### src/rtl/crc8_pkt_sender.sv
// crc8_pkt_sender
//   Feeds one packet at a time into a byte-serial CRC8816 checker.
//   A packet is a DATA_LENGTH-bit payload word plus its received CRC byte.
//   The payload is streamed MSB byte first, followed by the CRC byte, which is
//   flagged with o_last. The block then waits for the checker's verdict, or a
//   timeout, and reports one status pulse per packet.
//
// Ports
//   clk            in   system clock, rising edge
//   reset          in   asynchronous, active-low reset
//   i_valid        in   packet request from producer
//   o_ready        out  block can accept a packet (IDLE only)
//   i_data         in   payload word, top byte sent first
//   i_crc          in   received CRC byte, sent after the payload
//   o_valid        out  byte strobe to checker
//   o_last         out  final-byte flag to checker
//   o_data         out  byte to checker, 0 when o_valid=0
//   i_done         in   checker verdict strobe
//   i_match        in   checker verdict, meaningful with i_done
//   o_status_valid out  one-cycle verdict pulse
//   o_status_ok    out  1 = CRC matched, qualified by o_status_valid
//   o_timeout      out  one-cycle pulse with o_status_valid on timeout
module crc8_pkt_sender #(
  parameter int DATA_LENGTH       = 32,
  parameter int DATA_LENGTH_BYTES = DATA_LENGTH / 8,
  parameter int TIMEOUT_CYCLES    = 16
) (
  input  logic                   clk,
  input  logic                   reset,
  input  logic                   i_valid,
  output logic                   o_ready,
  input  logic [DATA_LENGTH-1:0] i_data,
  input  logic [7:0]             i_crc,
  output logic                   o_valid,
  output logic                   o_last,
  output logic [7:0]             o_data,
  input  logic                   i_done,
  input  logic                   i_match,
  output logic                   o_status_valid,
  output logic                   o_status_ok,
  output logic                   o_timeout
);

  localparam int IDX_W = $clog2(DATA_LENGTH_BYTES + 1);
  localparam int CNT_W = $clog2(TIMEOUT_CYCLES);

  // byte_idx holds the index of the byte currently on o_data.
  localparam logic [IDX_W-1:0] LAST_PAYLOAD = IDX_W'(DATA_LENGTH_BYTES - 1);
  localparam logic [IDX_W-1:0] CRC_IDX      = IDX_W'(DATA_LENGTH_BYTES);
  // The timeout decision is taken one edge before the counter would read
  // TIMEOUT_CYCLES-1, so that the registered pulse lands in the final
  // wait cycle rather than one cycle later.
  localparam logic [CNT_W-1:0] LAST_WAIT    = CNT_W'(TIMEOUT_CYCLES - 2);

  typedef enum logic [1:0] {IDLE, SEND, WAIT_DONE} state_t;

  state_t                 state;
  logic [IDX_W-1:0]       byte_idx;
  logic [CNT_W-1:0]       wait_cnt;
  logic [DATA_LENGTH-1:0] shift_word;   // payload bytes not yet presented, top-aligned
  logic [7:0]             crc_byte;

  always_ff @(posedge clk or negedge reset) begin
    if (!reset) begin
      state          <= IDLE;
      byte_idx       <= '0;
      wait_cnt       <= '0;
      shift_word     <= '0;
      crc_byte       <= '0;
      o_ready        <= 1'b0;
      o_valid        <= 1'b0;
      o_last         <= 1'b0;
      o_data         <= 8'h00;
      o_status_valid <= 1'b0;
      o_status_ok    <= 1'b0;
      o_timeout      <= 1'b0;
    end else begin
      // Status outputs are single-cycle pulses.
      o_status_valid <= 1'b0;
      o_status_ok    <= 1'b0;
      o_timeout      <= 1'b0;

      case (state)
        IDLE: begin
          o_ready <= 1'b1;
          if (i_valid && o_ready) begin
            // First byte goes out straight away; the rest are kept
            // top-aligned so each later byte is just the top slice.
            o_ready    <= 1'b0;
            o_valid    <= 1'b1;
            o_last     <= 1'b0;
            o_data     <= i_data[DATA_LENGTH-1 -: 8];
            shift_word <= i_data << 8;
            crc_byte   <= i_crc;
            byte_idx   <= '0;
            state      <= SEND;
          end
        end

        SEND: begin
          if (byte_idx == LAST_PAYLOAD) begin
            o_data   <= crc_byte;
            o_last   <= 1'b1;
            byte_idx <= byte_idx + IDX_W'(1);
          end else if (byte_idx == CRC_IDX) begin
            o_valid  <= 1'b0;
            o_last   <= 1'b0;
            o_data   <= 8'h00;
            byte_idx <= '0;
            wait_cnt <= '0;
            state    <= WAIT_DONE;
          end else begin
            o_data     <= shift_word[DATA_LENGTH-1 -: 8];
            shift_word <= shift_word << 8;
            byte_idx   <= byte_idx + IDX_W'(1);
          end
        end

        WAIT_DONE: begin
          if (i_done) begin
            // A verdict on the final count edge wins over the timeout.
            o_status_valid <= 1'b1;
            o_status_ok    <= i_match;
            o_ready        <= 1'b1;
            wait_cnt       <= '0;
            state          <= IDLE;
          end else if (wait_cnt == LAST_WAIT) begin
            o_status_valid <= 1'b1;
            o_timeout      <= 1'b1;
            o_ready        <= 1'b1;
            wait_cnt       <= '0;
            state          <= IDLE;
          end else begin
            wait_cnt <= wait_cnt + CNT_W'(1);
          end
        end

        default: begin
          state   <= IDLE;
          o_ready <= 1'b0;
        end
      endcase
    end
  end

endmodule

### config.mk
export PLATFORM = sky130hd
export DESIGN_NAME = crc8_pkt_sender
export DESIGN_NICKNAME = d
export VERILOG_FILES = /design/src/rtl/crc8_pkt_sender.sv
export SDC_FILE = /design/constraint.sdc
export NUM_CORES = 1
export LEC_CHECK = 0
export CAP_MARGIN = 25
export CORE_ASPECT_RATIO = 1.2
export CORE_MARGIN = 2
export CORE_UTILIZATION = 40
export DETAILED_ROUTE_END_ITERATION = 6
export PLACE_DENSITY = 0.7
export SYNTH_ARGS = -nofsm -noshare
export SYNTH_HDL_FRONTEND = slang
export SYNTH_SLANG_ARGS = --single-unit
### constraint.sdc
create_clock -name clk -period 2.2 [get_ports clk]
set_input_delay 0.33 -clock clk [delete_from_list [all_inputs] [get_ports clk]]
set_output_delay 0.33 -clock clk [all_outputs]
set_load 0.02 [all_outputs]
Word-level counts from Yosys, hierarchy flattened
Index checks and enable logic that the tools add are counted.
- $add $sub $neg: 2
- reduce and logical (&&, ||, !) cells: 12
- equal/unequal tests: 11
- bitwise logic cells: 1
- mux-type cells: 41
- operators by type and width (operator ; count):
    32-bit two-way mux ; 3
    32-bit case mux with 2 select lines ; 1
    8-bit two-way mux ; 3
    4-bit two-way mux ; 4
    8-bit case mux with 2 select lines ; 1
    1-bit two-way mux ; 15
    4-bit AND reduction ; 3
    2-bit two-way mux ; 5
    3-bit two-way mux ; 3
    2-bit inequality test, second input constant ; 4
    4-bit case mux with 2 select lines ; 1
    3-bit inequality test, second input constant ; 2
    2-bit case mux with 3 select lines ; 1
    3-bit case mux with 2 select lines ; 1
    2-bit AND reduction ; 3
    3-bit AND reduction ; 2
    4-bit by 1-bit adder with 4-bit output, second input constant ; 1
    4-bit equality test, second input constant ; 1
    1-bit case mux with 2 select lines ; 2
    2-bit nonzero test ; 2
    3-bit by 1-bit adder with 3-bit output, second input constant ; 1
    3-bit by 2-bit equality test with 1-bit output, second input constant ; 1
    3-bit equality test, second input constant ; 1
    1-bit case mux with 3 select lines ; 1
    other kinds (5) ; 5
- register bits after elaboration: 63
- output and inout bits: 14
- bits of input ports: 45
- word-level logic and storage cells: 79

Longest topological paths before layout
Gate-level depths: netlist (run 1).
- depth after elaboration: 4
- gate-level depth with buffers: 6
- depth with buffers taken out: 5

Worst setup path before layout (run 1)
No wires, ideal clock.
- kind: reg-to-reg
- from: reg byte_idx[0]
- to: reg shift_word[21]
- slack: 0.281 ns
- setup time: 0.125 ns
- arrival time: 1.794 ns
- path buffers: 1
- period minus slack after synthesis: 1.919 ns
- stages on the path, launching flop included: 7
- data required time: 2.075 ns
- path through: dfrtp_1 > ha_1 > ha_1 > nor3b_4 > a21oi_4 > buf_6 > mux2_4
- cells in the longest elaborated chain, start to end: 3
- elaborated cells between the ends (all ways): 5
- those cells by class: eq/ne (4); reduce/logical (1)
- RTL lines (element ; line ; source):
    start: declaration ; 58 ; logic [IDX_W-1:0] byte_idx;
    start signal: assignment ; 104 ; byte_idx <= byte_idx + IDX_W'(1);
    start signal: assignment ; 115 ; byte_idx <= byte_idx + IDX_W'(1);
    3-bit equality test or 3-bit by 2-bit equality test with 1-bit output (tied branches) ; 105, 101 ;
    2-bit inequality test (no line) ; - ;
    4-bit AND reduction (no line) * ; - ;
    end signal: assignment ; 93 ; shift_word <= i_data << 8;
    end signal: assignment ; 114 ; shift_word <= shift_word << 8;
    end: declaration ; 60 ; logic [DATA_LENGTH-1:0] shift_word;
Mark *: on every way between the ends. The rest lies on a longest branch, timed or not.
A chain may end at the register's enable or synchronous reset.

Final worst setup path (run 1)
- from: reg byte_idx[0]
- to: reg shift_word[29]
Same word-level chain as after synthesis.

==> results of run 1 <==
==> cells in the final DEF, fill, tap and decap left out, types with 2 or more instances in the layout <==
cell type and instances:
a2111oi_0 7, a21o_1 2, a21oi_1 4, a2bb2oi_1 6, a31oi_1 2, and4b_1 7, buf_12 2, buf_4 8
clkbuf_8 6, clkdlybuf4s50_1 57, dfrtp_1 55, ha_1 5, inv_1 6, mux2_2 23, mux2_4 10, nand2_1 46
nand3_1 12, nor2_1 4, o21ai_0 12, o311ai_0 4
==> metrics by stage <==
step,power (W),cell area (um^2),std cells,util
after CTS,0.00488,3530,390,0.544
after detailed placement,0.00428,3420,381,0.528
after global placement,0.00420,3420,381,0.528
final,0.00483,3530,390,0.544
after global routing,0.00522,3530,390,0.544
after floorplan,0.00348,2710,241,-
==> worst min-delay path: stages, from the launching register on <==
cell and delay (ns):
dfrtp_1 0.36, nand2_1 0.05, nand2_1 0.05
==> registers in the layout (all words and copies together) (netlist names), 2 cells and up <==
signal and flops:
o_data 8, byte_idx 3, wait_cnt 4, state 2, shift_word 24, crc_byte 8
==> power groups by stage <==
stage / clock network, W / registers [W] / logic [W]
detailed placement: 0 / 0.00182 / 0.00246
finish: 0.000578 / 0.00180 / 0.00245
floorplan: 0 / 0.00181 / 0.00166
CTS: 0.000603 / 0.00180 / 0.00247
global route: 0.000653 / 0.00186 / 0.00270
global placement: 0 / 0.00181 / 0.00239
==> cell type report <==
cell class | instances | share of cell area
Timing Repair Buffer | 69 | 0.194
Multi-Input combinational cell | 166 | 0.351
Sequential cell | 55 | 0.390
Tap cell | 85 | 0.0301
Clock inverter | 1 | 0.00248
Clock buffer | 7 | 0.0245
Inverter | 7 | 0.00745
==> per-layer routing <==
metal | vias up | part of all wire
li1 | 999 | -
met1 | 992 | 0.43
met2 | 54 | 0.50
met3 | 10 | 0.050
met4 | 0 | 0.020
met5 | - | 0
==> kinds of logic (layout without fill, tap and decap cells) <==
kind of cell / after synthesis / in the layout / synth area share
multiplexers: 33 / 33 / 0.151
AND/OR/NAND/NOR: 82 / 82 / 0.160
buffers and inverters: 20 / 84 / 0.0333
AO/OA/AOI/OAI: 46 / 46 / 0.124
adder cells (fa/ha/maj): 5 / 5 / 0.0231
flip-flops: 55 / 55 / 0.509
==> final timing paths <==
| check | startpoint | end | cells past startpoint |
|---|---|---|---|
| worst max-delay path | byte_idx[0] | shift_word[29] | 6 |
| worst min-delay path | crc_byte[4] | crc_byte[4] | 2 |
| worst max register to register | byte_idx[0] | shift_word[29] | 6 |
| worst min register to register | crc_byte[4] | crc_byte[4] | 2 |
| max in group asynchronous | reset | crc_byte[0] | 3 |
| min in group asynchronous | reset | crc_byte[5] | 2 |
==> timing repair <==
item / in CTS / in global routing
hold buffers: 1 / 0
endpoints found under the hold margin: 5 / 0
resized for setup: 0 / 1
endpoints found under the setup margin: 0 / 6
==> metrics.md, run 1 <==
| Metric | Value |
|---|---|
| Status | finished clean |
| Post-synth ARST share | 1.00 |
| Wirelength, routed | 6060 um |
| Unrepaired setup endpoints after global routing | no |
| Largest area contributor in the netlist | dfrtp_1 |
| Post-synth top cells | 55 x dfrtp_1, 46 x nand2_1, 23 x mux2_2 |
| Startpoint types | register |
| Dpl hpwl | 4490 um |
| Number of synthesized flops with an enable pin | 0 |
| Synth top area share | 0.509 |
| Clock transition at path regs | 0.10 ns |
| Core Rows | 32 |
| Diodes inserted | 0 |
| CP max FO | 16 |
| Reg2Reg Setup Slack | 0.20 ns |
| First-pass GRT wire length | 10300 um |
| Vias per inst | 5.27 |
| Syn Inst Count | 241 |
| CTS tree | built |
| Min Hold Slack | 0.489 ns |
| Slowest CP cell | dfrtp_1 |
| Max incr delay on CP | 0.41 ns |
| GR Util met2 | 0.287 |
| Area delta synth->final | 30.4% |
| Synth Register Bits | 55 |
| Comb pwr share | 0.507 |
| I/O pins | 59 |
| GPL Wtd Cong | 0.822 |
| Worst-margin pin slew | 0.669 ns |
| Met3 global-route usage | 0.0442 |
| CTS buffer count | 5 |
| Avg Synthesized Cell Area | 11.2 um^2 |
| Total buffers and inverters traversed by the critical path | 1 |
| Skew-Pair Late Insertion Delay | 0.31 ns |
| LEAKAGE | 1.56 nW |
| Nets@finish | 354 |
| Worst Clk Skew | 0.0117 ns |
| Clock power share | 0.120 |
| Maximum VDD drop | 0.000655 V |
| Final hold viol count | 0 |
| Most frequent CP cell | ha_1 |
| Vias | 2055 |
| Post-synthesis sequential area ratio | 0.509 |
| H-tree Lvls | 2 |
| Core ar. | 6490 um^2 |
| CP Data Arrival Time | 2.21 ns |
| Share of layout cells above drive strength 1 | 0.180 |
| Final worst path period share | 0.911 |
| Setup WS pre-CTS | 0.166 ns |
| Synth cell types | 42 |
| Switching fraction of total power | 0.367 |
| DRC viols | 0 |
| Syn Std Cell Area | 2710 um^2 |
| Worst Hold Class | reg -> reg |
| Cells along the critical path | ha_1, ha_1, nor3b_4, a21oi_4, buf_12, mux2_4 |
| Top_reg_cell synth | dfrtp_1 |
| Post-CTS setup buffers | 0 |
| Fillers | 597 |
| Initial antenna violation count | 0 |
| Root Driver | clkbuf_8 |
| Setup Viol. Count Final | 0 |
| Die width | 79.1 um |
| Register Area | 1380 um^2 |
| Final max-slew violation count | 0 |
| Rel. slew slack | 0.554 |
| Max-cap violations | 0 |
| TNS Setup | 0 ns |
| DR WL/cell | 15.5 um |
| Setup crit end kind | register |
| GR Util met1 | 0.235 |
| DIE AREA | 7440 um^2 |
| Sequential share of power | 0.373 |
| All-Layer GR Usage | 0.181 |
| Area of the multi-input gates | 1240 um^2 |
| Post-layout min period | 2.00 ns |
| Largest cells by area after synthesis | dfrtp_1 51%, mux2_2 9.6%, nand2_1 6.4% |
| Mapped Nets | 291 |
| Critical path's top delay family | adder cells |
| Psw | 0.00177 W |
| GRT Residual Overflow | 0 |
| Initial core utilization | 0.417 |
| Max frequency | 499 MHz |
| Initial DRC count | 114 |
| Clock sink count | 55 |
| PwrDens | 1370 nW/um^2 |
| Yosys warns | 0 |
| Vias in the first global route | 2116 |
| Final WS setup | 0.197 ns |
| WP data required | 2.40 ns |
| Final ANT Viol Nets | 0 |
| Largest net degree at the start of global routing | 34 |
| Cell Int Power | 0.00306 W |
| Global route hottest layer | met2 |
| PortBufs | 58 |
| Critical path class | reg -> reg |
| TritonRoute pass-1 iters | 4 |
| Cell with the most instances after synthesis | dfrtp_1 |
| DIE HEIGHT | 94.1 um |
| Longest Clk Path Bufs | 2 |
Power figures use the tool's default switching activity.
==> run 2: changes to the inputs <==
--- a/config.mk
+++ b/config.mk
@@ -11,6 +11,7 @@
 export CORE_UTILIZATION = 40
 export DETAILED_ROUTE_END_ITERATION = 6
 export PLACE_DENSITY = 0.7
+export SKIP_LAST_GASP = 1
 export SYNTH_ARGS = -nofsm -noshare
 export SYNTH_HDL_FRONTEND = slang
 export SYNTH_SLANG_ARGS = --single-unit
==> constraint.sdc (replaced) <==
create_clock -name clk -period 2.21 [get_ports clk]
set_input_delay 0.3315 -clock clk [delete_from_list [all_inputs] [get_ports clk]]
set_output_delay 0.3315 -clock clk [all_outputs]
set_load 0.02 [all_outputs]
==> metrics.md, run 2 (synthesis gave the netlist of run 1 again) <==
| Metric | Value |
|---|---|
| Most frequent cells in the layout | 57 x clkdlybuf4s50_1, 55 x dfrtp_1, 46 x nand2_1 (unchanged) |
| Dpl hpwl | 4510 um (was 4490 um) |
| Largest net degree at the start of global routing | 34 (unchanged) |
| Status | finished clean (unchanged) |
| Area delta synth->final | 31.1% (was 30.4%) |
| Maximum VDD drop | 0.000584 V (was 0.000655 V) |
| Clock transition at path regs | 0.09 ns (was 0.10 ns) |
| DRC viols | 0 (unchanged) |
| WP data required | 2.41 ns (was 2.40 ns) |
| Critical path class | reg -> reg (unchanged) |
| Skew-Pair Late Insertion Delay | 0.31 ns (about the same) |
| Final hold viol count | 0 (unchanged) |
| DIE AREA | 7440 um^2 (unchanged) |
| Rel. slew slack | 0.574 (was 0.554) |
| Setup Viol. Count Final | 0 (unchanged) |
| DR WL/cell | 15.7 um (was 15.5 um) |
| Longest Clk Path Bufs | 2 (unchanged) |
| Largest regs | shift_word x24, crc_byte x8, o_data x8 (unchanged) |
| Final ANT Viol Nets | 0 (unchanged) |
| Min Hold Slack | 0.487 ns (was 0.489 ns) |
| H-tree Lvls | 2 (unchanged) |
| Initial core utilization | 0.417 (unchanged) |
| Clock sink count | 55 (unchanged) |
| CTS buffer count | 5 (unchanged) |
| Reg2Reg Setup Slack | 0.20 ns (about the same) |
| Root Driver | clkbuf_8 (unchanged) |
| Commonest non-fill, non-tap cell in the layout | clkdlybuf4s50_1 (unchanged) |
| PwrDens | 1380 nW/um^2 (was 1370 nW/um^2) |
| Worst Clk Skew | 0.00868 ns (was 0.0117 ns) |
| Fillers | 590 (was 597) |
| Worst Setup EP | shift_word[29] (unchanged) |
| TNS Setup | 0 ns (unchanged) |
| Worst-margin pin slew | 0.639 ns (was 0.669 ns) |
| Max FFs per register | 24 (unchanged) |
| Vias | 2091 (was 2055) |
| CP Launch Point | byte_idx[0] (unchanged) |
| Post-layout min period | 2.01 ns (was 2.00 ns) |
| DIE HEIGHT | 94.1 um (unchanged) |
| Core Util, Final | 0.547 (was 0.544) |
| First-pass GRT wire length | 10200 um (was 10300 um) |
| CP max FO | 16 (unchanged) |
| GPL Wtd Cong | 0.822 (unchanged) |
| Most flops, register | shift_word (unchanged) |
| I/O pins | 59 (unchanged) |
| Share of layout cells above drive strength 1 | 0.184 (was 0.180) |
| CTS tree | built (unchanged) |
| Initial antenna violation count | 0 (unchanged) |
| Post-CTS setup buffers | 0 (unchanged) |
| Setup crit end kind | register (unchanged) |
| Max frequency | 499 MHz (about the same) |
| Nets@finish | 354 (unchanged) |
| GRT Residual Overflow | 0 (unchanged) |
| Max-cap violations | 0 (unchanged) |
| Final max-slew violation count | 0 (unchanged) |
| CP Data Arrival Time | 2.20 ns (was 2.21 ns) |
| Core ar. | 6490 um^2 (unchanged) |
| All-Layer GR Usage | 0.180 (was 0.181) |
| LEAKAGE | 1.57 nW (was 1.56 nW) |
| Diodes inserted | 0 (unchanged) |
| Vias in the first global route | 2066 (was 2116) |
| Unrepaired setup endpoints after global routing | no (unchanged) |
| Worst Hold Class | reg -> reg (unchanged) |
| Wirelength, routed | 6100 um (was 6060 um) |
| Initial DRC count | 96 (was 114) |
| Reg2reg path depth | 6 (unchanged) |
| TritonRoute pass-1 iters | 4 (unchanged) |
| Startpoint types | register (unchanged) |
| Vias per inst | 5.36 (was 5.27) |
| Worst r2r dst | shift_word[29] (unchanged) |
| Core Rows | 32 (unchanged) |
| PortBufs | 58 (unchanged) |
| Final worst path period share | 0.908 (was 0.911) |
| Reg-to-reg startpoint | byte_idx[0] (unchanged) |
| Die width | 79.1 um (unchanged) |
run 2: cell count changes in the layout (fill, tap and decap cells not counted), sizes merged:
cell	delta
clkbuf	-2
clkinv	+1
bufinv	+1
run 2: metal layers:
layer | vias up | GRT usage | wire length, um
li1 | 1002 | - | -
met1 | 1017 | 0.232 | 2590
met2 | 64 | 0.289 | 3100
met3 | 8 | 0.0385 | 303
met4 | 0 | 0.0790 | 108
met5 | - | 0 | 0
run 2: repair_timing:
action / 4_1_cts / 5_1_grt
hold buffers: 1 / 0
endpoints found under the hold margin: 7 / 0
setup endpoints to repair: 0 / 1
resized for setup: 0 / 1
run 2: final cells by class:
| class | count | area (um^2) | area share |
|---|---|---|---|
| timing repair buffer | 69 | 686 | 0.193 |
| multi-input combinational | 166 | 1240 | 0.349 |
| clock inverter | 3 | 43.8 | 0.0124 |
| sequential | 55 | 1380 | 0.388 |
| clock buffer | 5 | 68.8 | 0.0194 |
| inverter | 7 | 26.3 | 0.00741 |
| tap | 85 | 106 | 0.0300 |
run 2: critical path: stages, from the launching register on:
cell and delay (ns):
dfrtp_1 0.41, ha_1 0.23, ha_1 0.31, nor3b_4 0.37, a21oi_4 0.10, buf_12 0.18, mux2_4 0.30
run 2: where the power goes:
part	switching [W]	leakage (nW)	internal (W)
Combinational	0.00111	0.819	0.00133
Sequential	0.000332	0.693	0.00146
Clock	0.000331	0.0581	0.000338
Total	0.00177	1.57	0.00312
run 2: per-stage QoR:
stage          instance area, um^2  std cells  total power [W]  setup WS, ns
2_1_floorplan                 2710        241          0.00346         0.291
3_3_place_gp                  3420        381          0.00418         0.243
3_5_place_dp                  3420        381          0.00426         0.173
4_1_cts                       3550        390          0.00494         0.163
5_1_grt                       3550        390          0.00528        0.0583
6_report                      3550        390          0.00489         0.204
run 2: worst min path at each step:
stage	start	to	slack (ns)	cells after the start
floorplan	reset	byte_idx[0]	0.04	0
global placement	reset	o_valid	0.34	1
detailed placement	reset	o_valid	0.34	1
CTS	crc_byte[0]	crc_byte[0]	0.49	2
global route	o_valid	o_valid	0.51	1
finish	crc_byte[2]	crc_byte[2]	0.49	2
==> run 3: changes to the inputs <==
--- a/config.mk
+++ b/config.mk
@@ -9,6 +9,7 @@
 export CORE_ASPECT_RATIO = 1.2
 export CORE_MARGIN = 2
 export CORE_UTILIZATION = 40
+export CTS_CLUSTER_DIAMETER = 200
 export DETAILED_ROUTE_END_ITERATION = 6
 export PLACE_DENSITY = 0.7
 export SKIP_LAST_GASP = 1
==> results of run 3 <==
Same layout as run 2: the final DEF is identical, and so are final timing and power.
